$ cat config.mk
export PLATFORM = sky130hd
export DESIGN_NAME = dmem_arbiter_flat
export DESIGN_NICKNAME = d
export VERILOG_FILES = /design/src/rtl/dmem_arbiter_pkg.sv /design/src/rtl/dmem_arbiter_if.sv /design/src/rtl/dmem_arbiter_burst_addr_gen.sv /design/src/rtl/dmem_arbiter.sv /design/src/flat_wrapper.sv
export SDC_FILE = /design/constraint.sdc
export NUM_CORES = 1
export LEC_CHECK = 0
export ABC_AREA = 1
export CAP_MARGIN = 20
export CORE_MARGIN = 5
export CORE_UTILIZATION = 36
export CTS_CLUSTER_DIAMETER = 40
export CTS_CLUSTER_SIZE = 24
export DETAILED_ROUTE_END_ITERATION = 6
export PLACE_DENSITY = 0.87
export SLEW_MARGIN = 20
export SYNTH_ARGS = -nofsm -noshare
export SYNTH_HDL_FRONTEND = slang
export SYNTH_SLANG_ARGS = --single-unit
export TNS_END_PERCENT = 10
$ cat constraint.sdc
create_clock -name clk -period 3.6 [get_ports clk]
set_input_delay 0.36 -clock clk [delete_from_list [all_inputs] [get_ports clk]]
set_output_delay 0.36 -clock clk [all_outputs]
set_load 0.02 [all_outputs]
$ cat src/rtl/dmem_arbiter_pkg.sv
// Shared types and default sizing for the data-memory arbiter.
package dmem_arb_pkg;

  localparam int DEF_DATA_WIDTH    = 32;
  localparam int DEF_ADDRESS_WIDTH = 20;
  localparam int DEF_MAX_BURST     = 8;
  localparam int DEF_STARVE_LIMIT  = 4;

  // Arbiter sequencing: idle (CPU/EXT arbitration) or inside an EXT burst.
  typedef enum logic [0:0] {
    IDLE      = 1'b0,
    EXT_BURST = 1'b1
  } arb_state_t;

  // Who owns the read data that memory returns next cycle.
  typedef enum logic [1:0] {
    OWN_NONE = 2'd0,
    OWN_CPU  = 2'd1,
    OWN_EXT  = 2'd2
  } owner_t;

endpackage

$ cat src/rtl/dmem_arbiter_if.sv
// Bus bundle for the arbiter: CPU port, EXT burst port and memory port.
interface dmem_arbiter_if import dmem_arb_pkg::*; #(
  parameter int DATA_WIDTH    = DEF_DATA_WIDTH,
  parameter int ADDRESS_WIDTH = DEF_ADDRESS_WIDTH,
  parameter int MAX_BURST     = DEF_MAX_BURST
) ();
  localparam int LEN_WIDTH = $clog2(MAX_BURST);

  logic                     cpu_req;
  logic                     cpu_we;
  logic                     cpu_be;
  logic [ADDRESS_WIDTH-1:0] cpu_addr;
  logic [DATA_WIDTH-1:0]    cpu_wdata;
  logic                     cpu_stall;
  logic                     cpu_rvalid;
  logic [DATA_WIDTH-1:0]    cpu_rdata;

  logic                     ext_req;
  logic                     ext_we;
  logic [ADDRESS_WIDTH-1:0] ext_addr;
  logic [LEN_WIDTH-1:0]     ext_len;
  logic [DATA_WIDTH-1:0]    ext_wdata;
  logic                     ext_gnt;
  logic                     ext_beat;
  logic                     ext_rvalid;
  logic [DATA_WIDTH-1:0]    ext_rdata;
  logic                     ext_done;

  logic [ADDRESS_WIDTH-1:0] mem_addr;
  logic [DATA_WIDTH-1:0]    mem_wdata;
  logic                     mem_we;
  logic                     mem_re;
  logic                     mem_be;
  logic [DATA_WIDTH-1:0]    mem_rdata;

  // Requesters and memory side: drives requests and memory read data.
  modport master (
    output cpu_req, cpu_we, cpu_be, cpu_addr, cpu_wdata,
    input  cpu_stall, cpu_rvalid, cpu_rdata,
    output ext_req, ext_we, ext_addr, ext_len, ext_wdata,
    input  ext_gnt, ext_beat, ext_rvalid, ext_rdata, ext_done,
    input  mem_addr, mem_wdata, mem_we, mem_re, mem_be,
    output mem_rdata
  );

  // Arbiter side.
  modport slave (
    input  cpu_req, cpu_we, cpu_be, cpu_addr, cpu_wdata,
    output cpu_stall, cpu_rvalid, cpu_rdata,
    input  ext_req, ext_we, ext_addr, ext_len, ext_wdata,
    output ext_gnt, ext_beat, ext_rvalid, ext_rdata, ext_done,
    output mem_addr, mem_wdata, mem_we, mem_re, mem_be,
    input  mem_rdata
  );
endinterface

$ cat src/rtl/dmem_arbiter_burst_addr_gen.sv
// Burst address generator: latches the base on grant and steps base+k
// for the remaining beats, wrapping modulo 2^ADDRESS_WIDTH.
module burst_addr_gen import dmem_arb_pkg::*; #(
  parameter int ADDRESS_WIDTH = DEF_ADDRESS_WIDTH,
  parameter int LEN_WIDTH     = $clog2(DEF_MAX_BURST)
) (
  input  logic                     clk,
  input  logic                     rst,
  input  logic                     start,
  input  logic [ADDRESS_WIDTH-1:0] start_addr,
  input  logic [LEN_WIDTH-1:0]     start_len,
  input  logic                     advance,
  output logic [ADDRESS_WIDTH-1:0] cur_addr,
  output logic                     last,
  output logic                     active
);
  logic [ADDRESS_WIDTH-1:0] base_r;
  logic [LEN_WIDTH-1:0]     k_r;
  logic [LEN_WIDTH-1:0]     rem_r;
  logic                     active_r;

  // The first beat goes out at start_addr in the grant cycle, so the
  // counter starts at 1 and rem_r counts beats still to issue.
  always_ff @(posedge clk or posedge rst) begin
    if (rst) begin
      base_r   <= {ADDRESS_WIDTH{1'b0}};
      k_r      <= {LEN_WIDTH{1'b0}};
      rem_r    <= {LEN_WIDTH{1'b0}};
      active_r <= 1'b0;
    end else if (start) begin
      base_r   <= start_addr;
      k_r      <= LEN_WIDTH'(1);
      rem_r    <= start_len;
      active_r <= (start_len != {LEN_WIDTH{1'b0}});
    end else if (advance && active_r) begin
      k_r      <= k_r + LEN_WIDTH'(1);
      rem_r    <= rem_r - LEN_WIDTH'(1);
      active_r <= (rem_r != LEN_WIDTH'(1));
    end else begin
      k_r      <= k_r;
      rem_r    <= rem_r;
      active_r <= active_r;
    end
  end

  assign cur_addr = base_r + ADDRESS_WIDTH'(k_r);
  assign last     = active_r && (rem_r == LEN_WIDTH'(1));
  assign active   = active_r;
endmodule

$ cat src/rtl/dmem_arbiter.sv
// Data-memory arbiter: CPU passes through with zero latency by default,
// EXT gets non-preemptible bursts and a starvation guard.
module dmem_arbiter import dmem_arb_pkg::*; #(
  parameter int DATA_WIDTH    = DEF_DATA_WIDTH,
  parameter int ADDRESS_WIDTH = DEF_ADDRESS_WIDTH,
  parameter int MAX_BURST     = DEF_MAX_BURST,
  parameter int STARVE_LIMIT  = DEF_STARVE_LIMIT
) (
  input  logic           clk,
  input  logic           rst,
  dmem_arbiter_if.slave  bus
);
  localparam int LEN_WIDTH    = $clog2(MAX_BURST);
  localparam int STARVE_WIDTH = $clog2(STARVE_LIMIT + 1);
  localparam logic [STARVE_WIDTH-1:0] STARVE_MAX = STARVE_WIDTH'(STARVE_LIMIT);

  arb_state_t               state_r;
  logic [STARVE_WIDTH-1:0]  starve_cnt_r;
  logic                     burst_we_r;
  owner_t                   owner_r;
  logic                     done_r;

  logic                     starved_s;
  logic                     ext_win_s;
  logic                     cpu_issue_s;
  logic                     burst_beat_s;
  logic                     ext_beat_s;
  logic                     ext_last_s;
  logic                     ext_we_s;
  logic [ADDRESS_WIDTH-1:0] ext_beat_addr_s;
  logic [ADDRESS_WIDTH-1:0] burst_addr_s;
  logic                     gen_last_s;
  logic                     gen_active_s;
  logic [ADDRESS_WIDTH-1:0] mem_addr_s;
  logic [DATA_WIDTH-1:0]    mem_wdata_s;
  logic                     mem_we_s;
  logic                     mem_re_s;
  logic                     mem_be_s;

  burst_addr_gen #(
    .ADDRESS_WIDTH (ADDRESS_WIDTH),
    .LEN_WIDTH     (LEN_WIDTH)
  ) u_addr_gen (
    .clk        (clk),
    .rst        (rst),
    .start      (ext_win_s),
    .start_addr (bus.ext_addr),
    .start_len  (bus.ext_len),
    .advance    (burst_beat_s),
    .cur_addr   (burst_addr_s),
    .last       (gen_last_s),
    .active     (gen_active_s)
  );

  // Arbitration: who issues this cycle. Nothing issues while reset is held.
  always_comb begin
    starved_s    = (starve_cnt_r >= STARVE_MAX);
    ext_win_s    = 1'b0;
    cpu_issue_s  = 1'b0;
    burst_beat_s = 1'b0;
    if (!rst && state_r == IDLE) begin
      ext_win_s   = bus.ext_req && (!bus.cpu_req || starved_s);
      cpu_issue_s = bus.cpu_req && !ext_win_s;
    end else if (!rst && state_r == EXT_BURST) begin
      burst_beat_s = gen_active_s;
    end else begin
      burst_beat_s = 1'b0;
    end
    ext_beat_s = ext_win_s || burst_beat_s;
    if (ext_win_s) begin
      ext_beat_addr_s = bus.ext_addr;
      ext_last_s      = (bus.ext_len == {LEN_WIDTH{1'b0}});
      ext_we_s        = bus.ext_we;
    end else begin
      ext_beat_addr_s = burst_addr_s;
      ext_last_s      = gen_last_s;
      ext_we_s        = burst_we_r;
    end
  end

  // Memory port mux; EXT beats are whole-word accesses so byte mode is off.
  always_comb begin
    mem_addr_s  = {ADDRESS_WIDTH{1'b0}};
    mem_wdata_s = {DATA_WIDTH{1'b0}};
    mem_we_s    = 1'b0;
    mem_re_s    = 1'b0;
    mem_be_s    = 1'b0;
    if (cpu_issue_s) begin
      mem_addr_s  = bus.cpu_addr;
      mem_wdata_s = bus.cpu_wdata;
      mem_we_s    = bus.cpu_we;
      mem_re_s    = !bus.cpu_we;
      mem_be_s    = bus.cpu_be;
    end else if (ext_beat_s) begin
      mem_addr_s  = ext_beat_addr_s;
      mem_wdata_s = ext_we_s ? bus.ext_wdata : {DATA_WIDTH{1'b0}};
      mem_we_s    = ext_we_s;
      mem_re_s    = !ext_we_s;
      mem_be_s    = 1'b0;
    end else begin
      mem_be_s    = 1'b0;
    end
  end

  // FSM plus starvation counter, read-owner tag and last-beat flag.
  always_ff @(posedge clk or posedge rst) begin
    if (rst) begin
      state_r      <= IDLE;
      starve_cnt_r <= {STARVE_WIDTH{1'b0}};
      burst_we_r   <= 1'b0;
      owner_r      <= OWN_NONE;
      done_r       <= 1'b0;
    end else begin
      if (ext_win_s) begin
        starve_cnt_r <= {STARVE_WIDTH{1'b0}};
      end else if (bus.ext_req && !ext_beat_s && !starved_s) begin
        starve_cnt_r <= starve_cnt_r + STARVE_WIDTH'(1);
      end else begin
        starve_cnt_r <= starve_cnt_r;
      end

      if (cpu_issue_s && !bus.cpu_we) begin
        owner_r <= OWN_CPU;
      end else if (ext_beat_s && !ext_we_s) begin
        owner_r <= OWN_EXT;
      end else begin
        owner_r <= OWN_NONE;
      end
      done_r <= ext_beat_s && ext_last_s;

      case (state_r)
        IDLE: begin
          if (ext_win_s) begin
            burst_we_r <= bus.ext_we;
            state_r    <= (bus.ext_len != {LEN_WIDTH{1'b0}}) ? EXT_BURST : IDLE;
          end else begin
            state_r    <= IDLE;
          end
        end
        EXT_BURST: begin
          if (!gen_active_s || (burst_beat_s && gen_last_s)) begin
            state_r <= IDLE;
          end else begin
            state_r <= EXT_BURST;
          end
        end
        default: state_r <= IDLE;
      endcase
    end
  end

  assign bus.cpu_stall  = bus.cpu_req && !cpu_issue_s && !rst;
  assign bus.ext_gnt    = ext_win_s;
  assign bus.ext_beat   = ext_beat_s;
  assign bus.mem_addr   = mem_addr_s;
  assign bus.mem_wdata  = mem_wdata_s;
  assign bus.mem_we     = mem_we_s;
  assign bus.mem_re     = mem_re_s;
  assign bus.mem_be     = mem_be_s;
  assign bus.cpu_rvalid = (owner_r == OWN_CPU);
  assign bus.cpu_rdata  = (owner_r == OWN_CPU) ? bus.mem_rdata : {DATA_WIDTH{1'b0}};
  assign bus.ext_rvalid = (owner_r == OWN_EXT);
  assign bus.ext_rdata  = (owner_r == OWN_EXT) ? bus.mem_rdata : {DATA_WIDTH{1'b0}};
  assign bus.ext_done   = done_r;
endmodule

$ cat src/flat_wrapper.sv
// flat-port wrapper written by rule: the top's interface ports become plain ports
module dmem_arbiter_flat import dmem_arb_pkg::*;
#(
  parameter int DATA_WIDTH    = DEF_DATA_WIDTH,
  parameter int ADDRESS_WIDTH = DEF_ADDRESS_WIDTH,
  parameter int MAX_BURST     = DEF_MAX_BURST,
  parameter int STARVE_LIMIT  = DEF_STARVE_LIMIT
)
  (clk, rst, bus_cpu_req, bus_cpu_we, bus_cpu_be, bus_cpu_addr, bus_cpu_wdata, bus_cpu_stall, bus_cpu_rvalid, bus_cpu_rdata, bus_ext_req, bus_ext_we, bus_ext_addr, bus_ext_len, bus_ext_wdata, bus_ext_gnt, bus_ext_beat, bus_ext_rvalid, bus_ext_rdata, bus_ext_done, bus_mem_addr, bus_mem_wdata, bus_mem_we, bus_mem_re, bus_mem_be, bus_mem_rdata);
  dmem_arbiter_if #(.DATA_WIDTH(DATA_WIDTH), .ADDRESS_WIDTH(ADDRESS_WIDTH), .MAX_BURST(MAX_BURST)) bus_i ();
  input  logic clk;
  input  logic rst;
  input wire logic [$bits(bus_i.cpu_req)-1:0] bus_cpu_req;
  input wire logic [$bits(bus_i.cpu_we)-1:0] bus_cpu_we;
  input wire logic [$bits(bus_i.cpu_be)-1:0] bus_cpu_be;
  input wire logic [$bits(bus_i.cpu_addr)-1:0] bus_cpu_addr;
  input wire logic [$bits(bus_i.cpu_wdata)-1:0] bus_cpu_wdata;
  output wire logic [$bits(bus_i.cpu_stall)-1:0] bus_cpu_stall;
  output wire logic [$bits(bus_i.cpu_rvalid)-1:0] bus_cpu_rvalid;
  output wire logic [$bits(bus_i.cpu_rdata)-1:0] bus_cpu_rdata;
  input wire logic [$bits(bus_i.ext_req)-1:0] bus_ext_req;
  input wire logic [$bits(bus_i.ext_we)-1:0] bus_ext_we;
  input wire logic [$bits(bus_i.ext_addr)-1:0] bus_ext_addr;
  input wire logic [$bits(bus_i.ext_len)-1:0] bus_ext_len;
  input wire logic [$bits(bus_i.ext_wdata)-1:0] bus_ext_wdata;
  output wire logic [$bits(bus_i.ext_gnt)-1:0] bus_ext_gnt;
  output wire logic [$bits(bus_i.ext_beat)-1:0] bus_ext_beat;
  output wire logic [$bits(bus_i.ext_rvalid)-1:0] bus_ext_rvalid;
  output wire logic [$bits(bus_i.ext_rdata)-1:0] bus_ext_rdata;
  output wire logic [$bits(bus_i.ext_done)-1:0] bus_ext_done;
  output wire logic [$bits(bus_i.mem_addr)-1:0] bus_mem_addr;
  output wire logic [$bits(bus_i.mem_wdata)-1:0] bus_mem_wdata;
  output wire logic [$bits(bus_i.mem_we)-1:0] bus_mem_we;
  output wire logic [$bits(bus_i.mem_re)-1:0] bus_mem_re;
  output wire logic [$bits(bus_i.mem_be)-1:0] bus_mem_be;
  input wire logic [$bits(bus_i.mem_rdata)-1:0] bus_mem_rdata;
  assign bus_i.cpu_req = bus_cpu_req;
  assign bus_i.cpu_we = bus_cpu_we;
  assign bus_i.cpu_be = bus_cpu_be;
  assign bus_i.cpu_addr = bus_cpu_addr;
  assign bus_i.cpu_wdata = bus_cpu_wdata;
  assign bus_cpu_stall = bus_i.cpu_stall;
  assign bus_cpu_rvalid = bus_i.cpu_rvalid;
  assign bus_cpu_rdata = bus_i.cpu_rdata;
  assign bus_i.ext_req = bus_ext_req;
  assign bus_i.ext_we = bus_ext_we;
  assign bus_i.ext_addr = bus_ext_addr;
  assign bus_i.ext_len = bus_ext_len;
  assign bus_i.ext_wdata = bus_ext_wdata;
  assign bus_ext_gnt = bus_i.ext_gnt;
  assign bus_ext_beat = bus_i.ext_beat;
  assign bus_ext_rvalid = bus_i.ext_rvalid;
  assign bus_ext_rdata = bus_i.ext_rdata;
  assign bus_ext_done = bus_i.ext_done;
  assign bus_mem_addr = bus_i.mem_addr;
  assign bus_mem_wdata = bus_i.mem_wdata;
  assign bus_mem_we = bus_i.mem_we;
  assign bus_mem_re = bus_i.mem_re;
  assign bus_mem_be = bus_i.mem_be;
  assign bus_i.mem_rdata = bus_mem_rdata;
  dmem_arbiter #(.DATA_WIDTH(DATA_WIDTH), .ADDRESS_WIDTH(ADDRESS_WIDTH), .MAX_BURST(MAX_BURST), .STARVE_LIMIT(STARVE_LIMIT)) u_core (.clk(clk), .rst(rst), .bus(bus_i));
endmodule
==> summary.md, run 1 <==
| Metric | Value |
|---|---|
| Die Span Y | `107 um` |
| Worst EP arrival | `between 2 and 3 ns` |
| Area after DPL | `a little over 6000 um2` |
| CP Class | `reg2out` |
| Cell area after synthesis | `approximately 3400 um2` |
| DP Worst Slack | `between 0.4 and 0.5 ns` |
| Syn_nets | `between 700 and 800` |
| Setup ws final | `between 0.2 and 0.3 ns` |
| Number of enable flip-flop cells after synthesis | `0` |
| Min Tclk post-route | `3.30 ns` |
| R2R Path End | `u_core.u_addr_gen.active$_DFFE_PP0P_` |
| Worst setup EP type | `output pin` |
| Clk buf depth | `2` |
| Final Hold Viols | `0` |
| Final period util | `0.917` |
| First-pass GRT wire length | `23700 um` |
| Largest net degree at the start of global routing | `42` |
| Register Area | `about 880 um2` |
| Ant diodes | `0` |
| CTS tree | `built` |
| Top post-synthesis cells by area | `dfrtp_1 26%, nand2_1 24%, nor2_1 9.2%` |
| Detailed placement HPWL | `13200 um` |
| Core Footprint | `just over 9000 um2` |
| Residual DRC count | `0` |
| DIE WIDTH | `roughly 110 um` |
| Clock slew at reported path FFs | `0.06 ns` |
| Worst path most repeated cell | `nand2_1` |
| Hold Path Class | `reg2reg` |
| Maximum vdd drop | `between 300 and 400 uV` |
| Synthesized area per cell | `between 5 and 6 um2` |
| Length of routed met3 wiring | `1540 um` |
| I/O pin total | `between 200 and 300` |
| Clock power frac | `0.083` |
| Yosys top cell by area | `dfrtp_1` |
| Rel. slew slack | `0.316` |
| ANT nets after route | `0` |
| Count leader, synth | `nand2_1` |
| Finish-stage setup viols | `0` |
| CP Max Fanout | `7` |
| FP Rows | `35` |
| Placer Congestion | `approximately 0.91` |
| Ys flop type | `dfrtp_1` |
| Net switching power figure | `0.00159 W` |
| Setup_tns | `0 ns` |
| Cts repair resizes | `0` |
| R2R cell count | `7` |
| #FFs+latches synth | `35` |
| Share of Yosys cell area claimed by the top area cell type | `0.259` |
| Power consumption | `approximately 0.0033 W` |
| R2R Path Start | `u_core.state_r$_DFF_PP0_` |
| Hold buffers post-CTS | `0` |
| RSZ-0062 raised after global routing | `false` |
| Via/cell ratio | `just under 5` |
| Total number of vias | `about 4700` |
| Share of layout cells above drive strength 1 | `0.0417` |
| Die area | `about 11000 um2` |
| Multi-input gate area | `approximately 2000 um2` |
| CTS sink count | `35` |
| Max incr delay on CP | `0.60 ns` |
| Global route overflow | `0` |
| Unique masters post-synth | `35` |
| Worst path cell trace | `ha_1 -> inv_1 -> fa_1 -> o21ai_2 -> nand3_1 -> nor2_1 -> nand2_1 -> nand3_1 -> nand2_1 -> nand2_1 -> clkdlybuf4s50_1` |
| Filler instances | `770` |
| Status | `completed` |
| Syn Inst Count | `584` |
| Starting density of the core | `0.368` |
| Wire per inst | `between 15 and 20 um` |
| Layout Nets | `a little under 1000` |
| Fmax | `between 0.3 and 0.4 GHz` |
| Buffers on Ports | `270` |
| Metal-1 WL | `~6100 um` |
| DR top layer | `met4` |
| Count of pins over their slew limit | `0` |
| CP startpoint kind | `register` |
| Hold Startpoint | `u_core.u_addr_gen.base_r[0]$_DFFE_PP0P_` |
| Clock skew | `0.00664 ns` |
| Area grow syn2layout | `82.6%` |
| Hold depth | `2` |
| Reg2Reg Setup Slack | `1.81 ns` |
| Htree depth | `2` |
| Internal power | `0.00167 W` |
| Pre-antenna DRT Iters | `5` |
| Clock latency on the worst-skew pair | `~0.28 ns` |
| Critical-path top delay cell | `clkdlybuf4s50_1` |
| WHS Endpoint | `u_core.u_addr_gen.base_r[0]$_DFFE_PP0P_` |
| Sw Share | `0.488` |
| WP depth | `11` |
| Num CTS Buffers | `5` |
| DR WL met2 | `just over 8000 um` |
| Seq pwr share | `0.230` |
| Power density cells | `between 500 and 600 nW/um2` |
| Final instance area | `6180 um2` |
| Post-synth top cells | `216 x nand2_1, 83 x nor2_1, 75 x inv_1` |
| Seq/Total Area, Yosys | `0.259` |
| CTS root buffer | `clkbuf_8` |
| Antenna violations before repair | `0` |
| Leakage power | `between 3 and 4 nW` |
| Async set or reset register ratio after synthesis | `1.00` |
| Buf+Inv Stages, Crit Path | `2` |
| Final WL | `between 15000 and 20000 um` |
| Cell family with the largest share of critical-path delay | `buffers and inverters` |
| Gr usage total | `0.263` |
| Drt initial violations | `299` |
| Final Util | `0.672` |
| Post-CTS Setup Bufs | `0` |
| Logic pwr share | `0.688` |
| Vias in the first global route | `around 4600` |
| Req. time, crit path | `3.24 ns` |
| Synth warn | `0` |
| Max Cap Viol | `0` |
| Measured slew at the worst slew-check pin | `just over 1 ns` |
==> logic make-up after synthesis <==
kind of cell             share of synthesized area
flip-flops                                   0.259
buffers and inverters                        0.139
AO/OA/AOI/OAI                               0.0832
AND/OR/NAND/NOR                              0.478
adder cells (fa/ha/maj)                     0.0355
XOR/XNOR                                   0.00518
==> sequential cells by signal (all words and copies together) (netlist names) <==
register                  count
u_core.u_addr_gen.k_r         3
u_core.u_addr_gen.base_r     20
u_core.u_addr_gen.active      1
u_core.state_r                1
u_core.owner_r                2
u_core.burst_we_r             1
u_core.starve_cnt_r           3
u_core.u_addr_gen.rem_r       3
u_core.bus.ext_done           1
==> power groups by stage <==
stage | sequential, W | combinational [W] | clock, W
4_1_cts | 0.000742 | 0.00224 | 0.000276
3_3_place_gp | 0.000733 | 0.00218 | 0
2_1_floorplan | 0.000698 | 0.00136 | 0
6_report | 0.000747 | 0.00224 | 0.000269
5_1_grt | 0.000770 | 0.00245 | 0.000293
3_5_place_dp | 0.000745 | 0.00222 | 0
==> worst reg2reg max path, stage by stage, from the launching register on <==
cell and delay (ns):
dfrtp_1 0.43, nor2_4 0.15, nand3_4 0.15, nand2_2 0.32, buf_4 0.27, nand2_1 0.08
a21oi_1 0.21, a21oi_1 0.06
==> per-layer routing <==
| metal | vias to the layer above | GRT usage |
|---|---|---|
| met3 | 12 | 0.0819 |
| met4 | 0 | 0.0402 |
| li1 | 2324 | - |
| met5 | - | 0 |
| met2 | 210 | 0.472 |
| met1 | 2174 | 0.313 |
==> cell usage in the layout, fill, tap and decap left out, drive strengths merged <==
| cell | n |
|---|---|
| a21o | 2 |
| a21oi | 5 |
| a22o | 3 |
| a22oi | 1 |
| buf | 16 |
| clkbuf | 6 |
| clkdlybuf4s50 | 261 |
| dfrtp | 35 |
| fa | 1 |
| ha | 8 |
| inv | 78 |
| nand2 | 220 |
| nand3 | 61 |
| nand3b | 3 |
| nand4 | 8 |
| nor2 | 85 |
| nor3 | 8 |
| o211ai | 2 |
| o21ai | 23 |
| o21bai | 3 |
| o221ai | 2 |
| o22ai | 2 |
| o31ai | 2 |
| or2 | 2 |
| xnor2 | 2 |
==> worst max path at each step <==
stage                                    startpoint               end
6_report       u_core.u_addr_gen.k_r[0]$_DFFE_PP0P_  bus_mem_addr[18]
5_1_grt        u_core.u_addr_gen.k_r[0]$_DFFE_PP0P_  bus_mem_addr[18]
4_1_cts        u_core.u_addr_gen.k_r[0]$_DFFE_PP0P_  bus_mem_addr[18]
3_5_place_dp                            bus_ext_req  bus_mem_addr[15]
3_3_place_gp                                    rst  bus_mem_addr[17]
2_1_floorplan                                   rst  bus_mem_addr[12]
==> stage by stage <==
stage	hold WS (ns)	std cells
after floorplan	0.426	584
after global placement	0.472	944
after detailed placement	0.483	944
after CTS	0.503	950
after global routing	0.539	950
final	0.505	950
==> final cells by class <==
type / instances / share of cell area
inverters: 78 / 0.0478
clock buffers: 6 / 0.0117
well taps: 111 / 0.0225
repair buffers: 277 / 0.446
flip-flops and latches: 35 / 0.142
multi-input cells: 443 / 0.330
Note: power is estimated with default switching activity, not from simulation.
==> run 2: changes to the inputs <==
==> constraint.sdc (replaced) <==
create_clock -name clk -period 3.6 [get_ports clk]
set_input_delay 0.72 -clock clk [delete_from_list [all_inputs] [get_ports clk]]
set_output_delay 0.72 -clock clk [all_outputs]
set_load 0.02 [all_outputs]
==> run 2 against run 1 <==
  * Non-clock buffer count grew 6
  * Sequential share of layout area is 0.36 points lower
  * Largest cell class unchanged
  * Cell count increased by 0.95%
  * Worst hold slack worse by 0.016 ns
  * Flip-flop and latch count is the same
  * Maximum frequency is 4.8% lower
  * First-iteration DRC count is 9.4% higher
  * Clock power grew 35%
  * Register-to-register slack better by 0.26 ns
  * Utilization is 1.8 points higher
  * Via count about the same
==> summary.md, run 2 (same netlist as run 1, synthesis figures left out) <==
| Metric | Value |
|---|---|
| Final WL | `about 16000 um` |
| Num CTS Buffers | `5` |
| Wire per inst | `roughly 16 um` |
| Finish-stage setup viols | `0` |
| CTS tree | `built` |
| Status | `completed` |
| DIE WIDTH | `about 110 um` |
| Placer Congestion | `0.898` |
| Share of layout cells above drive strength 1 | `0.0531` |
| CP startpoint kind | `register` |
| Hold Startpoint | `u_core.u_addr_gen.base_r[0]$_DFFE_PP0P_` |
| CP Max Fanout | `6` |
| CP Launch Point | `u_core.u_addr_gen.k_r[0]$_DFFE_PP0P_` |
| Req. time, crit path | `roughly 2.9 ns` |
| Clk buf depth | `2` |
| Htree depth | `2` |
| CP Class | `reg2out` |
| Detailed placement HPWL | `between 10000 and 15000 um` |
| Hold Path Class | `reg2reg` |
| Most frequent cells in the layout | `258 x clkdlybuf4s50_1, 216 x nand2_1, 83 x nor2_1, 75 x inv_1, 59 x nand3_1` |
| Via/cell ratio | `4.92` |
| Count of pins over their slew limit | `0` |
| Gr usage total | `0.257` |
| Clock latency on the worst-skew pair | `about 0.30 ns` |
| Non-Filler Instances | `959` |
| Core Footprint | `slightly above 9000 um2` |
| Measured slew at the worst slew-check pin | `roughly 1.0 ns` |
| Die Span Y | `roughly 110 um` |
| Pre-antenna DRT Iters | `5` |
| Leakage power | `between 3 and 4 nW` |
| First-pass GRT wire length | `approximately 23000 um` |
| Hold buffers post-CTS | `0` |
| Buffers on Ports | `270` |
| Area after DPL | `roughly 6200 um2` |
| Vias in the first global route | `4557` |
| Most common cell after layout, fill and taps aside | `clkdlybuf4s50_1` |
| Final Hold Viols | `0` |
| Clock slew at reported path FFs | `0.09 ns` |
| Min Tclk post-route | `around 3.5 ns` |
| Filler instances | `785` |
| RSZ-0062 raised after global routing | `false` |
| Maximum vdd drop | `roughly 480 uV` |
| Clock skew | `between 0.015 and 0.02 ns` |
| ANT nets after route | `0` |
| Largest net degree at the start of global routing | `between 40 and 50` |
| Worst setup EP type | `output pin` |
| Final period util | `0.963` |
| CTS sink count | `35` |
| Starting density of the core | `0.368` |
| Residual DRC count | `0` |
| Total number of vias | `4721` |
| R2R Path Start | `u_core.starve_cnt_r[2]$_DFFE_PP0P_` |
| Area grow syn2layout | `87.4%` |
| Cell total after placement | `~950` |
| Antenna violations before repair | `1` |
| Worst EP arrival | `roughly 2.8 ns` |
| Drt initial violations | `~330` |
| Max Cap Viol | `0` |
| Largest register FFs | `20` |
| CTS root buffer | `clkbuf_8` |
| Die area | `about 11000 um2` |
| Layout Nets | `between 1000 and 1500` |
| Setup_tns | `0 ns` |
| FP Rows | `35` |
| Final instance area | `approximately 6300 um2` |
| Global route overflow | `0` |
| I/O pin total | `about 270` |
| Power density cells | `between 500 and 600 nW/um2` |
| Fmax | `0.289 GHz` |
| Rel. slew slack | `0.317` |
| Largest reg by FF count | `u_core.u_addr_gen.base_r` |
-- run 2: layout make-up --
| class | count | area [um2] | area share |
|---|---|---|---|
| clock inverter | 3 | 43.8 | 0.00691 |
| antenna | 1 | 2.50 | 0.000395 |
| timing repair buffer | 283 | 2860 | 0.452 |
| tap | 111 | 139 | 0.0219 |
| sequential | 35 | 876 | 0.138 |
| inverter | 78 | 295 | 0.0466 |
| multi-input combinational | 443 | 2050 | 0.323 |
| clock buffer | 5 | 68.8 | 0.0109 |
-- run 2: metal layers --
metal	GRT usage	routed length, um
met5	0	0
met4	0.0511	240
met3	0.0879	1620
met2	0.464	7980
met1	0.294	5750
-- run 2: worst paths after layout --
check	end	slack, ns	depth (start not counted)
min in group asynchronous	u_core.u_addr_gen.k_r[0]$_DFFE_PP0P_	1.10	4
max in group asynchronous	u_core.starve_cnt_r[0]$_DFFE_PP0P_	2.17	4
min reg2reg	u_core.u_addr_gen.base_r[0]$_DFFE_PP0P_	0.49	2
max reg2reg	u_core.owner_r[1]$_DFF_PP0_	2.07	8
min	u_core.u_addr_gen.base_r[0]$_DFFE_PP0P_	0.49	2
max	bus_mem_addr[6]	0.13	9
-- run 2: timing repair --
action                     in CTS  in global routing
resized for setup               1                  5
gates cloned                    0                  0
buffers inserted                0                  1
setup endpoints to repair       2                  6
pin swaps                       0                  1
-- run 2: power by group --
group          switching, W  internal, W  total (W)
Sequential         0.000170     0.000572   0.000743
Combinational       0.00129      0.00100    0.00229
Clock              0.000156     0.000206   0.000363
Total               0.00161      0.00178    0.00339
-- run 2: worst max-delay path, stage by stage (launching register included) --
cell,delay (ns)
dfrtp_1,0.42
ha_1,0.22
inv_1,0.06
fa_1,0.43
o21ai_4,0.23
nand2_1,0.16
nor3_1,0.16
o21ai_1,0.09
nand2_1,0.06
clkdlybuf4s50_1,0.60
-- run 2: per-stage QoR --
stage               setup WS [ns]  power (W)   util  hold WS [ns]
global route               0.0119    0.00365  0.689         0.542
finish                      0.134    0.00339  0.689         0.489
detailed placement          0.131    0.00300  0.673         0.472
global placement            0.180    0.00294  0.673         0.474
floorplan                   0.491    0.00206      -         0.455
CTS                        0.0272    0.00339  0.686         0.492
==> run 3: changes to the inputs <==
--- a/config.mk
+++ b/config.mk
@@ -6,7 +6,6 @@
 export NUM_CORES = 1
 export LEC_CHECK = 0
 export ABC_AREA = 1
-export CAP_MARGIN = 20
 export CORE_MARGIN = 5
 export CORE_UTILIZATION = 36
 export CTS_CLUSTER_DIAMETER = 40
==> results of run 3 <==
The final DEF is identical to that of run 2; final timing and power are the same.
